$ cat src/rtl/pilsner_referee.sv
// rtl/pilsner_referee.sv - Pilsner game referee: catch/miss detection, score, lives, level, pause
module pilsner_referee #(
    parameter int N_BOTTLES  = 4,
    parameter int LIVES_INIT = 3,
    parameter int MISS_Y     = 460,
    parameter int LEVEL_STEP = 10,
    parameter int MAX_LEVEL  = 7,
    parameter int X_DISPLAY  = 640,
    parameter int Y_DISPLAY  = 480
) (
    input  logic                    clk,
    input  logic                    reset,
    input  logic [9:0]              x,
    input  logic [9:0]              y,
    input  logic                    player_print,
    input  logic [N_BOTTLES-1:0]    bottle_print,
    input  logic [10*N_BOTTLES-1:0] bottle_py,
    input  logic                    start,
    input  logic                    pause_btn,
    output logic [N_BOTTLES-1:0]    collision,
    output logic                    pause,
    output logic [15:0]             score,
    output logic [3:0]              lives,
    output logic [2:0]              level,
    output logic                    game_over
);
    typedef enum logic [1:0] {IDLE, PLAY, PAUSED, OVER} state_t;

    localparam logic [9:0] MISS_Y_L    = 10'(MISS_Y);
    localparam logic [9:0] X_DISP_L    = 10'(X_DISPLAY);
    localparam logic [9:0] Y_DISP_L    = 10'(Y_DISPLAY);
    localparam logic [3:0] LIVES_L     = 4'(LIVES_INIT);
    localparam logic [7:0] LEVEL_STEP_L = 8'(LEVEL_STEP);
    localparam logic [2:0] MAX_LEVEL_L = 3'(MAX_LEVEL);

    state_t                 state, state_nxt;
    logic [N_BOTTLES-1:0]   hit_pend, armed;
    logic [N_BOTTLES-1:0]   col_set, miss, above, overlap;
    logic [7:0]             catch_cnt, n_catch, n_miss, cnt_sum;
    logic [16:0]            score_sum;
    logic                   prev_zero, frame_tick, pb_prev, pb_rise, at_zero, on_screen;

    assign pause     = (state != PLAY);
    assign game_over = (state == OVER);

    always_comb begin
        at_zero   = (x == 10'd0) && (y == 10'd0);
        on_screen = (x < X_DISP_L) && (y < Y_DISP_L);
        pb_rise   = pause_btn & ~pb_prev;
        col_set   = '0;
        miss      = '0;
        above     = '0;
        overlap   = '0;
        n_catch   = 8'd0;
        n_miss    = 8'd0;
        for (int i = 0; i < N_BOTTLES; i++) begin
            above[i]   = bottle_py[10*i +: 10] < MISS_Y_L;
            // A bottle already flagged is in its reset cycle when it prints; not a new catch.
            overlap[i] = player_print & bottle_print[i] & on_screen & ~collision[i];
            if (state == PLAY) begin
                col_set[i] = frame_tick & hit_pend[i];
                miss[i]    = armed[i] & ~above[i] & ~collision[i] & ~hit_pend[i];
            end
            n_catch = n_catch + 8'(col_set[i]);
            n_miss  = n_miss + 8'(miss[i]);
        end
        score_sum = {1'b0, score} + {9'd0, n_catch};
        cnt_sum   = catch_cnt + n_catch;
    end

    always_comb begin
        state_nxt = state;
        case (state)
            IDLE:    if (start) state_nxt = PLAY;
            PLAY: begin
                if (lives == 4'd0)  state_nxt = OVER;
                else if (pb_rise)   state_nxt = PAUSED;
            end
            PAUSED:  if (pb_rise) state_nxt = PLAY;
            OVER:    if (start) state_nxt = PLAY;
            default: state_nxt = IDLE;
        endcase
    end

    always_ff @(posedge clk) begin
        if (!reset) begin
            state      <= IDLE;
            collision  <= '0;
            score      <= 16'd0;
            lives      <= LIVES_L;
            level      <= 3'd0;
            catch_cnt  <= 8'd0;
            hit_pend   <= '0;
            armed      <= '0;
            prev_zero  <= 1'b0;
            frame_tick <= 1'b0;
            pb_prev    <= 1'b0;
        end else begin
            state      <= state_nxt;
            prev_zero  <= at_zero;
            frame_tick <= at_zero & ~prev_zero;
            pb_prev    <= pause_btn;
            if (state == PLAY) begin
                hit_pend  <= (state_nxt == PLAY) ? ((hit_pend & ~{N_BOTTLES{frame_tick}}) | overlap) : '0;
                collision <= (collision & ~bottle_print) | col_set;
                // A caught bottle disarms so its respawn must pass above MISS_Y again.
                armed     <= (armed & ~miss & ~col_set) | above;
                score     <= score_sum[16] ? 16'hFFFF : score_sum[15:0];
                lives     <= (n_miss >= {4'd0, lives}) ? 4'd0 : lives - n_miss[3:0];
                if (cnt_sum >= LEVEL_STEP_L) begin
                    catch_cnt <= cnt_sum - LEVEL_STEP_L;
                    if (level < MAX_LEVEL_L) level <= level + 3'd1;
                end else begin
                    catch_cnt <= cnt_sum;
                end
            end else begin
                hit_pend <= '0;
                if ((state == IDLE || state == OVER) && start) begin
                    score     <= 16'd0;
                    lives     <= LIVES_L;
                    level     <= 3'd0;
                    catch_cnt <= 8'd0;
                    armed     <= '0;
                end
            end
        end
    end
endmodule

$ cat config.mk
export PLATFORM = sky130hd
export DESIGN_NAME = pilsner_referee
export DESIGN_NICKNAME = d
export VERILOG_FILES = /design/src/rtl/pilsner_referee.sv
export SDC_FILE = /design/constraint.sdc
export NUM_CORES = 1
export LEC_CHECK = 0
export ABC_AREA = 1
export CAP_MARGIN = 5
export CORE_AREA = 4 4 92 94
export CTS_CLUSTER_DIAMETER = 200
export DETAILED_ROUTE_END_ITERATION = 10
export DIE_AREA = 0 0 96 98
export GPL_ROUTABILITY_DRIVEN = 1
export PLACE_DENSITY = 0.8
export SETUP_SLACK_MARGIN = 0.3
export SLEW_MARGIN = 20
export SYNTH_ARGS = -nofsm -noshare
export SYNTH_HDL_FRONTEND = slang
export SYNTH_SLANG_ARGS = --single-unit
$ cat constraint.sdc
create_clock -name clk -period 3.8 [get_ports clk]
set_clock_uncertainty 0.05 [all_clocks]
set_input_delay 0.76 -clock clk [delete_from_list [all_inputs] [get_ports clk]]
set_output_delay 0.76 -clock clk [all_outputs]
set_load 0.03 [all_outputs]
-- Word level (Yosys, flattened, before mapping)
Cells that the tools add are included.
- output and inout bits: 29
- register bits after elaboration: 48
- $add $sub $neg: 11
- bitwise operators: 55
- equality and inequality tests: 7
- mux-type cells: 28
- $lt $le $gt $ge: 9
- reductions and logical operators: 12
- operator list (cell ; count):
    10-bit by 9-bit < comparator with 1-bit output, second input constant ; 5
    16-bit two-way mux ; 3
    1-bit AND ; 30
    8-bit two-way mux ; 3
    10-bit logical NOT ; 2
    4-bit two-way mux ; 5
    16-bit by 4-bit adder with 17-bit output ; 1
    4-bit AND ; 4
    4-bit NOT ; 4
    1-bit NOT ; 14
    3-bit two-way mux ; 4
    4-bit bitwise OR ; 3
    10-bit < comparator, second input constant ; 1
    3-bit by 1-bit adder with 4-bit output ; 2
    8-bit by 4-bit adder with 8-bit output ; 1
    8-bit by 4-bit greater-or-equal comparator with 1-bit output, second input constant ; 1
    1-bit two-way mux ; 8
    2-bit two-way mux ; 4
    8-bit by 4-bit subtractor with 8-bit output, second input constant ; 1
    2-bit by 1-bit adder with 3-bit output ; 2
    2-bit by 1-bit != test with 1-bit output, second input constant ; 3
    2-bit case mux with 3 select lines ; 1
    3-bit AND reduction ; 2
    1-bit by 1-bit adder with 2-bit output ; 2
    other kinds (12) ; 16

-- Longest topological paths before layout
Gate-level depths: netlist of the first run.
- depth after elaboration: 12
- depth in mapped cells: 24
- gate-level depth less buffers: 24

-- Least setup slack after synthesis of the first run
Ideal clock, no wire load.
- kind: register -> register
- start: reg state[1]
- end: reg lives[3]
- path slack: 0.114 ns
- arrival: 3.507 ns
- path buffers: 1
- clock period less this slack: 3.686 ns
- stages on the path, launching flop included: 21
- required time: 3.621 ns
- path through: dfxtp_1 -> inv_1 -> ha_1 -> inv_1 -> clkbuf_1 -> nor3_1 -> fa_1 -> ha_1 -> ha_1 -> inv_1 -> fa_1 -> nand2_1 -> inv_1 -> o21ai_0 -> nand2_1 -> inv_1 -> nor2_1 -> o21ai_0 -> a21oi_1 -> a21oi_1 -> nor2_1
- longest elaborated chain between the ends: 8
- RTL lines (element ; line ; text):
    start: declaration ; 36 ; state_t state, state_nxt;
    start signal: assignment ; 99 ; state <= state_nxt;
    2-bit by 1-bit == test with 1-bit output ; 60, 103 ;
    1-bit two-way mux ; 60 ; if (state == PLAY) begin
    1-bit by 1-bit adder with 2-bit output ; 65 ; n_miss = n_miss + 8'(miss[i]);
    2-bit by 1-bit adder with 3-bit output ; 65 ;
    3-bit by 1-bit adder with 4-bit output ; 65 ;
    4-bit subtractor / 4-bit greater-or-equal comparator (equally long branches) ; 109 ; lives <= (n_miss >= {4'd0, lives}) ? 4'd0 : lives - n_miss[3:0];
    4-bit two-way mux ; 109 ;
    4-bit two-way mux ; 103 ; if (state == PLAY) begin
    end signal: assignment ; 109 ;
    end: declaration ; 23 ; output logic [3:0] lives,
Parallel ways exist; a longest one is shown, timed or not.
A chain may end at the register's enable or synchronous reset.

-- Worst setup path after layout of the first run
- start: in bottle_py[9]
- end: reg lives[3]
- longest elaborated chain between the ends: 12
- RTL lines (element ; line ; text):
    start: declaration ; 17 ; input logic [10*N_BOTTLES-1:0] bottle_py,
    10-bit by 9-bit < comparator with 1-bit output (*) ; 57 ; above[i] = bottle_py[10*i +: 10] < MISS_Y_L;
    1-bit NOT (*) ; 62 ; miss[i] = armed[i] & ~above[i] & ~collision[i] & ~hit_pend[i];
    1-bit AND (*) (3 in series) ; 62 ;
    1-bit two-way mux (*) ; 60 ;
    1-bit by 1-bit adder with 2-bit output (*) ; 65 ;
    2-bit by 1-bit adder with 3-bit output (*) ; 65 ;
    3-bit by 1-bit adder with 4-bit output (*) ; 65 ;
    4-bit subtractor / 4-bit greater-or-equal comparator (equally long branches) ; 109 ;
    4-bit two-way mux (*) ; 109 ;
    4-bit two-way mux (*) ; 103 ;
Mark *: on every way between the ends. The rest lies on a longest branch, timed or not.

==> impl_metrics.tcl, run 1 <==
set metrics [dict create \
    crit_type "in2reg" \
    ys_warn_count 0 \
    n_antenna_cell 0 \
    drv_cap 0 \
    endpoint_kind "register" \
    grt-ovfl-total 0 \
    yosys.area.top_type "dfxtp_1" \
    required_ns 3.92 \
    fin_crit_sh_pct 91.6 \
    hold_violations 0 \
    detail-route-antenna-nets 0 \
    start_util_pct 42.2 \
    synth.most_common_cell "nand2_1" \
    place_hpwl_um 6840 \
    hold_class "reg2reg" \
    synth_nets 562 \
    numCtsBuffers 5 \
    synth_top_area_share_pct 29.8 \
    tritoncts "built" \
    grt_max_degree 41 \
    dr.pass1.iters 4 \
    clock_sinks 48 \
    rsz0062_at_grt "yes" \
    final_nets 676 \
    drc 0 \
    synth.distinct_cells 39 \
    grt_pass1_wl_um 14700 \
    drive_gt1_share_pct 24.6 \
    dp.cells 658 \
    grt_pass1_vias 3374 \
    rows 32 \
    startpoint_type "input pin" \
    ys_async_sr_fraction_pct 0 \
    multi_input_area_sq_mm 0.00232 \
    syn_area_sq_mm 0.00323 \
    ys.flop_type "dfxtp_1" \
    wl_um 9680 \
    vias_per_cell 5.26 \
    leakagePower_nw 1.95 \
    pin_count 98 \
    cts_buffer_depth 2 \
    synth_seq_cells 48 \
    setup_viol 0 \
    syn_inst 470 \
    max_freq_mhz 287 \
    arrival_ns 3.60 \
    antenna_found_initial 0 \
    regArea_sq_um 963 \
    die_area_sq_mm 0.00941 \
    ctsHoldBuffers 0 \
    hold_slack_ns 0.344 \
    ys_top_cells_by_area "dfxtp_1, nand2_1, a21oi_1" \
    stdcell_count 687 \
    relSlewSlack_pct 37.6 \
    power.density_mw_per_mm2 284 \
    io_buffers 89 \
    cts.clk_slew.worst_paths_ns 0.10 \
    dieHeight_um 98 \
    synth_edf_count 0 \
    finalCriticalPeriod_ns 3.48 \
    vias 3614 \
    clk_latency_ns 0.31 \
    initialDrtViolationCount 162 \
    syn_area_per_cell_sq_um 6.87 \
    wire_per_inst_um 14.1 \
    ctsRootBufferMaster "clkbuf_8" \
    fp.coreArea_sq_mm 0.00765 \
    ys_seq_area_share_pct 29.8 \
    cp_max_fo 2 \
    ir_worst_vdd_mv 0.202 \
    outcome "finished, final reports clean" \
    worst_pin_slew_ns 0.935 \
    syn_to_final_growth_pct 50.4 \
    synthTopCellsByCount "nand2_1, inv_1, dfxtp_1" \
    die_w_um 96 \
    htree_levels 2 \
    power.total_mw 1.38 \
    fill_cells 616 \
    gp_congestion 0.925 \
    slew_viol_final 0 \
    setup_tns_ns 0 \
    grt_usage_pct 19.1 \
]
[path summary, 6_finish.rpt]
check	slack, ns	cells past startpoint	startpoint	endpoint
hold / removal	0.34	1	prev_zero	frame_tick
setup reg to reg	0.34	22	state[1]	catch_cnt[7]
hold reg to reg	0.34	1	prev_zero	frame_tick
setup / recovery	0.32	18	bottle_py[9]	lives[3]
[logic make-up after synthesis]
family	Yosys count	synth area share (%)
buf+inv	76	8.91
xor+xnor	10	2.71
compound gates	86	15.5
fa+ha+maj	23	10.1
simple gates	227	33.0
flops	48	29.8
[per-layer routing]
| layer | share of wire [%] | routed length, um | vias up | track usage, % |
|---|---|---|---|---|
| met3 | 7.5 | 729 | 14 | 4.01 |
| li1 | - | - | 1796 | - |
| met4 | 1.2 | 121 | 0 | 5.58 |
| met2 | 50 | 4880 | 127 | 33.4 |
| met5 | 0 | 0 | - | 0 |
| met1 | 41 | 3950 | 1677 | 23.1 |
[cells in the final DEF (no fill, tap or decap), types with 4 or more instances in the layout]
| cell | n |
|---|---|
| buf_4 | 27 |
| nor2_2 | 5 |
| nor2_4 | 7 |
| dfxtp_1 | 46 |
| inv_1 | 45 |
| nand3_1 | 26 |
| clkbuf_8 | 6 |
| nand4_1 | 13 |
| a211o_1 | 4 |
| ha_1 | 8 |
| o21ai_0 | 16 |
| nor4_1 | 4 |
| clkdlybuf4s50_1 | 67 |
| nand2_1 | 103 |
| nor2_1 | 17 |
| nand2_2 | 12 |
| a21oi_2 | 9 |
| ha_4 | 8 |
| nor3_1 | 8 |
| clkbuf_2 | 7 |
| a21oi_1 | 39 |
| dlymetal6s2s_1 | 10 |
| nand2_4 | 6 |
| xor2_1 | 8 |
| nor3_2 | 5 |
| inv_2 | 16 |
| nand3_2 | 13 |
[area by class of cell]
class / instances / share of cell area, %
clock buffers: 7 / 1.78
clock inverters: 1 / 0.155
inverters: 65 / 5.18
multi-input cells: 346 / 47.7
flip-flops and latches: 48 / 19.8
well taps: 102 / 2.63
repair buffers: 117 / 22.5
repair inverters: 1 / 0.155
[report_power, final]
group | switching (mW) | leakage [nW] | total [mW] | internal (mW)
clock network | 0.177 | 0.0445 | 0.325 | 0.148
registers | 0.0167 | 0.389 | 0.544 | 0.527
logic | 0.318 | 1.52 | 0.513 | 0.194
[repair_timing]
item | in CTS | in global routing
resized for setup | 46 | 81
cloned | 0 | 1
pin swaps | 23 | 40
setup endpoints to repair | 30 | 30
setup buffers | 4 | 16
[worst max-delay path, stage by stage]
cell and delay (ns):
clkdlybuf4s50_1 0.41, a41oi_2 0.22, nor3_2 0.07, fa_1 0.51, ha_4 0.19, ha_4 0.27
inv_4 0.03, fa_2 0.38, nand2_2 0.09, inv_2 0.04, o21ai_2 0.10, nand2_1 0.10
inv_2 0.08, nor2_2 0.04, o21ai_1 0.07, a21oi_1 0.06, a21oi_1 0.12, nor2_1 0.05
[flip-flops by register name (all words and copies together) (netlist names), 2 cells and up]
name,cells
score,16
catch_cnt,8
armed,4
collision,4
hit_pend,4
lives,4
level,3
state,2
[per-stage QoR]
step	util [%]	cell area, sq um	setup slack [ns]
final	63.5	4860	0.317
after global routing	63.5	4860	0.163
after CTS	59.2	4530	0.298
after detailed placement	56.2	4300	-0.406
after global placement	56.2	4300	-0.278
after floorplan	-	3270	0.301
Power figures use the tool's default switching activity.
==> run 2, diff against run 1 <==
Settings changed: CORE_AREA 4 4 92 94 to 4 4 67 130, DIE_AREA 0 0 96 98 to 0 0 71 134, PLACE_DENSITY 0.8 to 0.79.
==> run 2 against run 1 <==
Effect of this change:
- hold slack got worse by 0.0042 ns
- critical endpoint is now level[0]
- non-clock buffer count is 7 higher
- critical path type is now reg2reg
- maximum frequency up 0.23%
==> impl_metrics.tcl, run 2 (synthesis gave the netlist of run 1 again) <==
set metrics [dict create \
    leakagePower_nw 2.06 \
    ctsHoldBuffers 0 \
    regToRegSetupSlack_ns 0.33 \
    relSlewSlack_pct 36.9 \
    final_nets 682 \
    antenna_found_initial 0 \
    io_buffers 89 \
    clock_sinks 48 \
    cp_max_fo 4 \
    r2r_start "state[1]" \
    setup_viol 0 \
    startpoint_type "register" \
    ctsRootBufferMaster "clkbuf_16" \
    pin_count 98 \
    start_util_pct 42.2 \
    largest_register_ffs 16 \
    drive_gt1_share_pct 27.9 \
    place_ws_ns -0.385 \
    power.density_mw_per_mm2 312 \
    power.total_mw 1.58 \
    clk_latency_ns 0.30 \
    hp-start "prev_zero" \
    n_antenna_cell 0 \
    gp_congestion 0.908 \
    numCtsBuffers 5 \
    max_freq_mhz 288 \
    drc 0 \
    fill_cells 612 \
    syn_to_final_growth_pct 57.0 \
    hold_slack_ns 0.340 \
    vias 3793 \
    crit_path_start "state[1]" \
    place_hpwl_um 7440 \
    reg_top3 "score (16), catch_cnt (8)" \
    regArea_sq_um 963 \
    layout_commonest_cell "nand2_1" \
    layout_common_cells "nand2_1, clkdlybuf4s50_1, inv_1, dfxtp_1, a21oi_1" \
    finalCriticalPeriod_ns 3.47 \
    cpMostUsedCell "inv_2" \
    cts.clk_slew.worst_paths_ns 0.07 \
    endpoint_kind "register" \
    fp.coreArea_sq_mm 0.00766 \
    ir_worst_vdd_mv 0.300 \
    arrival_ns 3.62 \
    fin_crit_sh_pct 91.4 \
    required_ns 3.94 \
    dr.pass1.iters 5 \
    fin_util_pct 66.2 \
    wire_per_inst_um 16.2 \
    multi_input_area_sq_mm 0.00243 \
    slew_viol_final 0 \
    hold_violations 0 \
    worst_pin_slew_ns 0.946 \
    fin_ws_ns 0.326 \
    rows 45 \
    rsz0062_at_grt "yes" \
    htree_levels 2 \
    tritoncts "built" \
    hold_class "reg2reg" \
    die_w_um 71 \
    slowest_delay_ns 0.54 \
    dieHeight_um 134 \
    wl_um 11100 \
    initialDrtViolationCount 253 \
    vias_per_cell 5.54 \
    grt_pass1_vias 3731 \
    drv_cap 0 \
    largest_register "score" \
    crit_type "reg2reg" \
    outcome "finished, final reports clean" \
    crit_path_top_delay_cell "fa_1" \
    grt_usage_pct 21.3 \
    die_area_sq_mm 0.00951 \
    grt_pass1_wl_um 16500 \
    detail-route-antenna-nets 0 \
    grt-ovfl-total 0 \
    cts_buffer_depth 2 \
    grt_max_degree 41 \
    crit_chain "inv_2, ha_4, nand2_8, nor2_4, inv_2, fa_1, inv_2, ha_4, ha_4, inv_2, fa_2, inv_2, nand2_4, nand2_4, nand3_2, nand2_2, inv_4, nand2_2, nor2_4, nand3_2, nand3_4, buf_6, o21ai_1, inv_1" \
]
run 2: what timing repair did:
action	in CTS	in global routing
pin swaps	22	42
setup endpoints to repair	30	30
cloned	0	0
setup buffers	10	13
resized for setup	49	107
hold endpoints to repair	0	0
run 2: layer usage:
layer | global-route usage, % | part of all wire [%] | vias to the layer above
li1 | - | - | 1814
met1 | 20.8 | 33 | 1793
met2 | 40.8 | 57 | 139
met3 | 3.60 | 4.7 | 47
met4 | 11.4 | 5.3 | 0
met5 | 0 | 0 | -
run 2: cell type report:
cell class	count	share of cell area, %
Clock buffer	6	2.74
Clock inverter	2	0.272
Inverter	65	5.01
Multi-Input combinational cell	346	47.9
Sequential cell	48	19.0
Tap cell	94	2.32
Timing Repair Buffer	124	22.8
run 2: worst paths after layout:
check	endpoint	cells after the start
worst max register to register	level[0]	24
worst max-delay path	level[0]	24
worst min-delay path	frame_tick	1
worst min register to register	frame_tick	1
run 2: through the flow:
stage | instances | setup TNS, ns | cell area [sq um]
2_1_floorplan | 470 | 0 | 3270
3_3_place_gp | 654 | -0.827 | 4320
3_5_place_dp | 654 | -1.05 | 4320
4_1_cts | 672 | 0 | 4680
5_1_grt | 685 | 0 | 5070
6_report | 685 | 0 | 5070
run 2: critical path: cells and delay by family, from the launching register on:
family | cells | cell delay, ns
AOI/OAI and AO/OA | 1 | 0.11
buffers and inverters | 8 | 0.54
and+or+nand+nor | 10 | 0.81
adders and majority gates | 5 | 1.52
DFF | 1 | 0.33
run 2: report_power, final:
part	internal, mW	leakage (nW)	total, mW	switching, mW
clock	0.264	0.0772	0.475	0.211
combinational	0.224	1.59	0.564	0.340
sequential	0.527	0.389	0.543	0.0156
total	1.02	2.06	1.58	0.567
==> run 3, diff against run 2 <==
Settings changed: TNS_END_PERCENT from default to 20.
==> run 3 against run 2 <==
Effect of this change:
- register-to-register slack better by 0.03 ns
- sequential power barely moved
- maximum frequency is 0.99% higher
- clock power hardly changed
- hold slack improved by 0.0016 ns
- cell count down 0.15%
- non-clock buffer count is 1 lower
- first-iteration DRC count is 16% higher
- via count is 1.6% lower
- cell area shrank 1.8%
- count of clock-buffer cells in the layout is the same
- critical path type unchanged
- highest routed layer unchanged
==> impl_metrics.tcl, run 3 (synthesis gave the netlist of run 1 again) <==
set metrics [dict create \
    grt_usage_pct 21.2 \
    hp-start "prev_zero" \
    detail-route-antenna-nets 0 \
    clock_sinks 48 \
    rsz0062_at_grt "yes" \
    rows 45 \
    crit_chain "inv_2, ha_4, nand2_4, nor2_1, inv_2, fa_1, inv_2, ha_4, ha_4, buf_6, ha_1, nand3_1, nand2_2, nand2_1, nand2_2, inv_2, nand2_2, nand2_4, nand2_2, inv_2, nand3_2, a21oi_2" \
    htree_levels 2 \
    vias 3733 \
    io_buffers 89 \
    layout_common_cells "nand2_1, clkdlybuf4s50_1, inv_1, dfxtp_1, a21oi_1" \
    die_w_um 71 \
    cts.clk_slew.worst_paths_ns 0.07 \
    crit_path_top_delay_cell "fa_1" \
    wl_um 10900 \
    arrival_ns 3.62 \
    crit_family "adder cells" \
    grt_pass1_vias 3726 \
    layout_commonest_cell "nand2_1" \
    startpoint_type "register" \
    cp_max_fo 7 \
    place_hpwl_um 7440 \
    grt_pass1_wl_um 16500 \
    grt_use_met2_pct 40.6 \
    dieHeight_um 134 \
    setup_viol 0 \
    final_nets 681 \
    cts_buffer_depth 2 \
    use_met1_pct 20.9 \
    initialDrtViolationCount 293 \
    wire_per_inst_um 15.9 \
    n_antenna_cell 0 \
    max_freq_mhz 291 \
    hold_slack_ns 0.341 \
    crit_path_start "state[1]" \
    relSlewSlack_pct 35.6 \
    numCtsBuffers 5 \
    leakagePower_nw 2.03 \
    slowest_delay_ns 0.50 \
    power.density_mw_per_mm2 312 \
    use_met3_pct 3.60 \
    hold_class "reg2reg" \
    fp.coreArea_sq_mm 0.00766 \
    hold_violations 0 \
    grt-ovfl-total 0 \
    gp_congestion 0.908 \
    r2r_start "state[1]" \
    start_util_pct 42.2 \
    finalCriticalPeriod_ns 3.44 \
    die_area_sq_mm 0.00951 \
    clk_latency_ns 0.30 \
    slew_viol_final 0 \
    ir_worst_vdd_mv 0.296 \
    largest_register "score" \
    fin_util_pct 65.0 \
    pin_count 98 \
    busiest_layer "met2" \
    largest_register_ffs 16 \
    drc 0 \
    fin_ws_ns 0.359 \
    power.total_mw 1.55 \
    crit_type "reg2reg" \
    syn_to_final_growth_pct 54.1 \
    required_ns 3.98 \
    ctsRootBufferMaster "clkbuf_16" \
    drive_gt1_share_pct 25.9 \
    dr.pass1.iters 7 \
    worst_pin_slew_ns 0.965 \
    cpMostUsedCell "inv_2" \
    fin_crit_sh_pct 90.5 \
    outcome "finished, final reports clean" \
    grt_max_degree 41 \
    antenna_found_initial 0 \
    reg_top3 "score (16), catch_cnt (8)" \
    place_ws_ns -0.385 \
    cp_num_buf_inv 6 \
    endpoint_kind "register" \
    tritoncts "built" \
    vias_per_cell 5.46 \
    setup_tns_ns 0 \
    drv_cap 0 \
]
-- run 3: changes by cell type in the layout (fill, tap and decap cells not counted), moves of 2 or more --
cell / before / now
nand2_1: 95 / 99
nand2_2: 19 / 17
nand3_1: 25 / 27
nor2_1: 15 / 18
nor2_2: 6 / 4
-- run 3: path summary, 6_finish.rpt --
| check | end | slack, ns | depth (start not counted) |
|---|---|---|---|
| worst max-delay path | catch_cnt[4] | 0.36 | 22 |
| worst min-delay path | frame_tick | 0.34 | 1 |
| worst max register to register | catch_cnt[4] | 0.36 | 22 |
| worst min register to register | frame_tick | 0.34 | 1 |
-- run 3: repair_timing --
item / 4_1_cts / 5_1_grt
pin swaps: 22 / 37
gates resized for setup: 48 / 89
hold endpoints to repair: 0 / 0
setup endpoints to repair: 30 / 30
setup buffers: 10 / 12
hold buffers: 0 / 0
-- run 3: routing by layer --
layer  share of wire, %  up-vias
li1                   -     1804
met1                 34     1771
met2                 58      121
met3                4.3       37
met4                4.1        0
met5                  0        -
-- run 3: report_power, final --
group          total [mW]  switching, mW  internal, mW
Combinational       0.534          0.324         0.210
Sequential          0.543         0.0153         0.527
Clock               0.474          0.211         0.264
-- run 3: metrics by stage --
step | cell area, sq um | cells
3_5_place_dp | 4320 | 654
3_3_place_gp | 4320 | 654
4_1_cts | 4670 | 672
6_report | 4980 | 684
2_1_floorplan | 3270 | 470
5_1_grt | 4980 | 684
-- run 3: cell type report --
class / instances / area, sq um
Sequential cell: 48 / 963
Tap cell: 94 / 118
Clock inverter: 2 / 13.8
Inverter: 65 / 251
Timing Repair Buffer: 123 / 1140
Clock buffer: 6 / 139
Multi-Input combinational cell: 346 / 2350
Fill cell: 627 / 2680
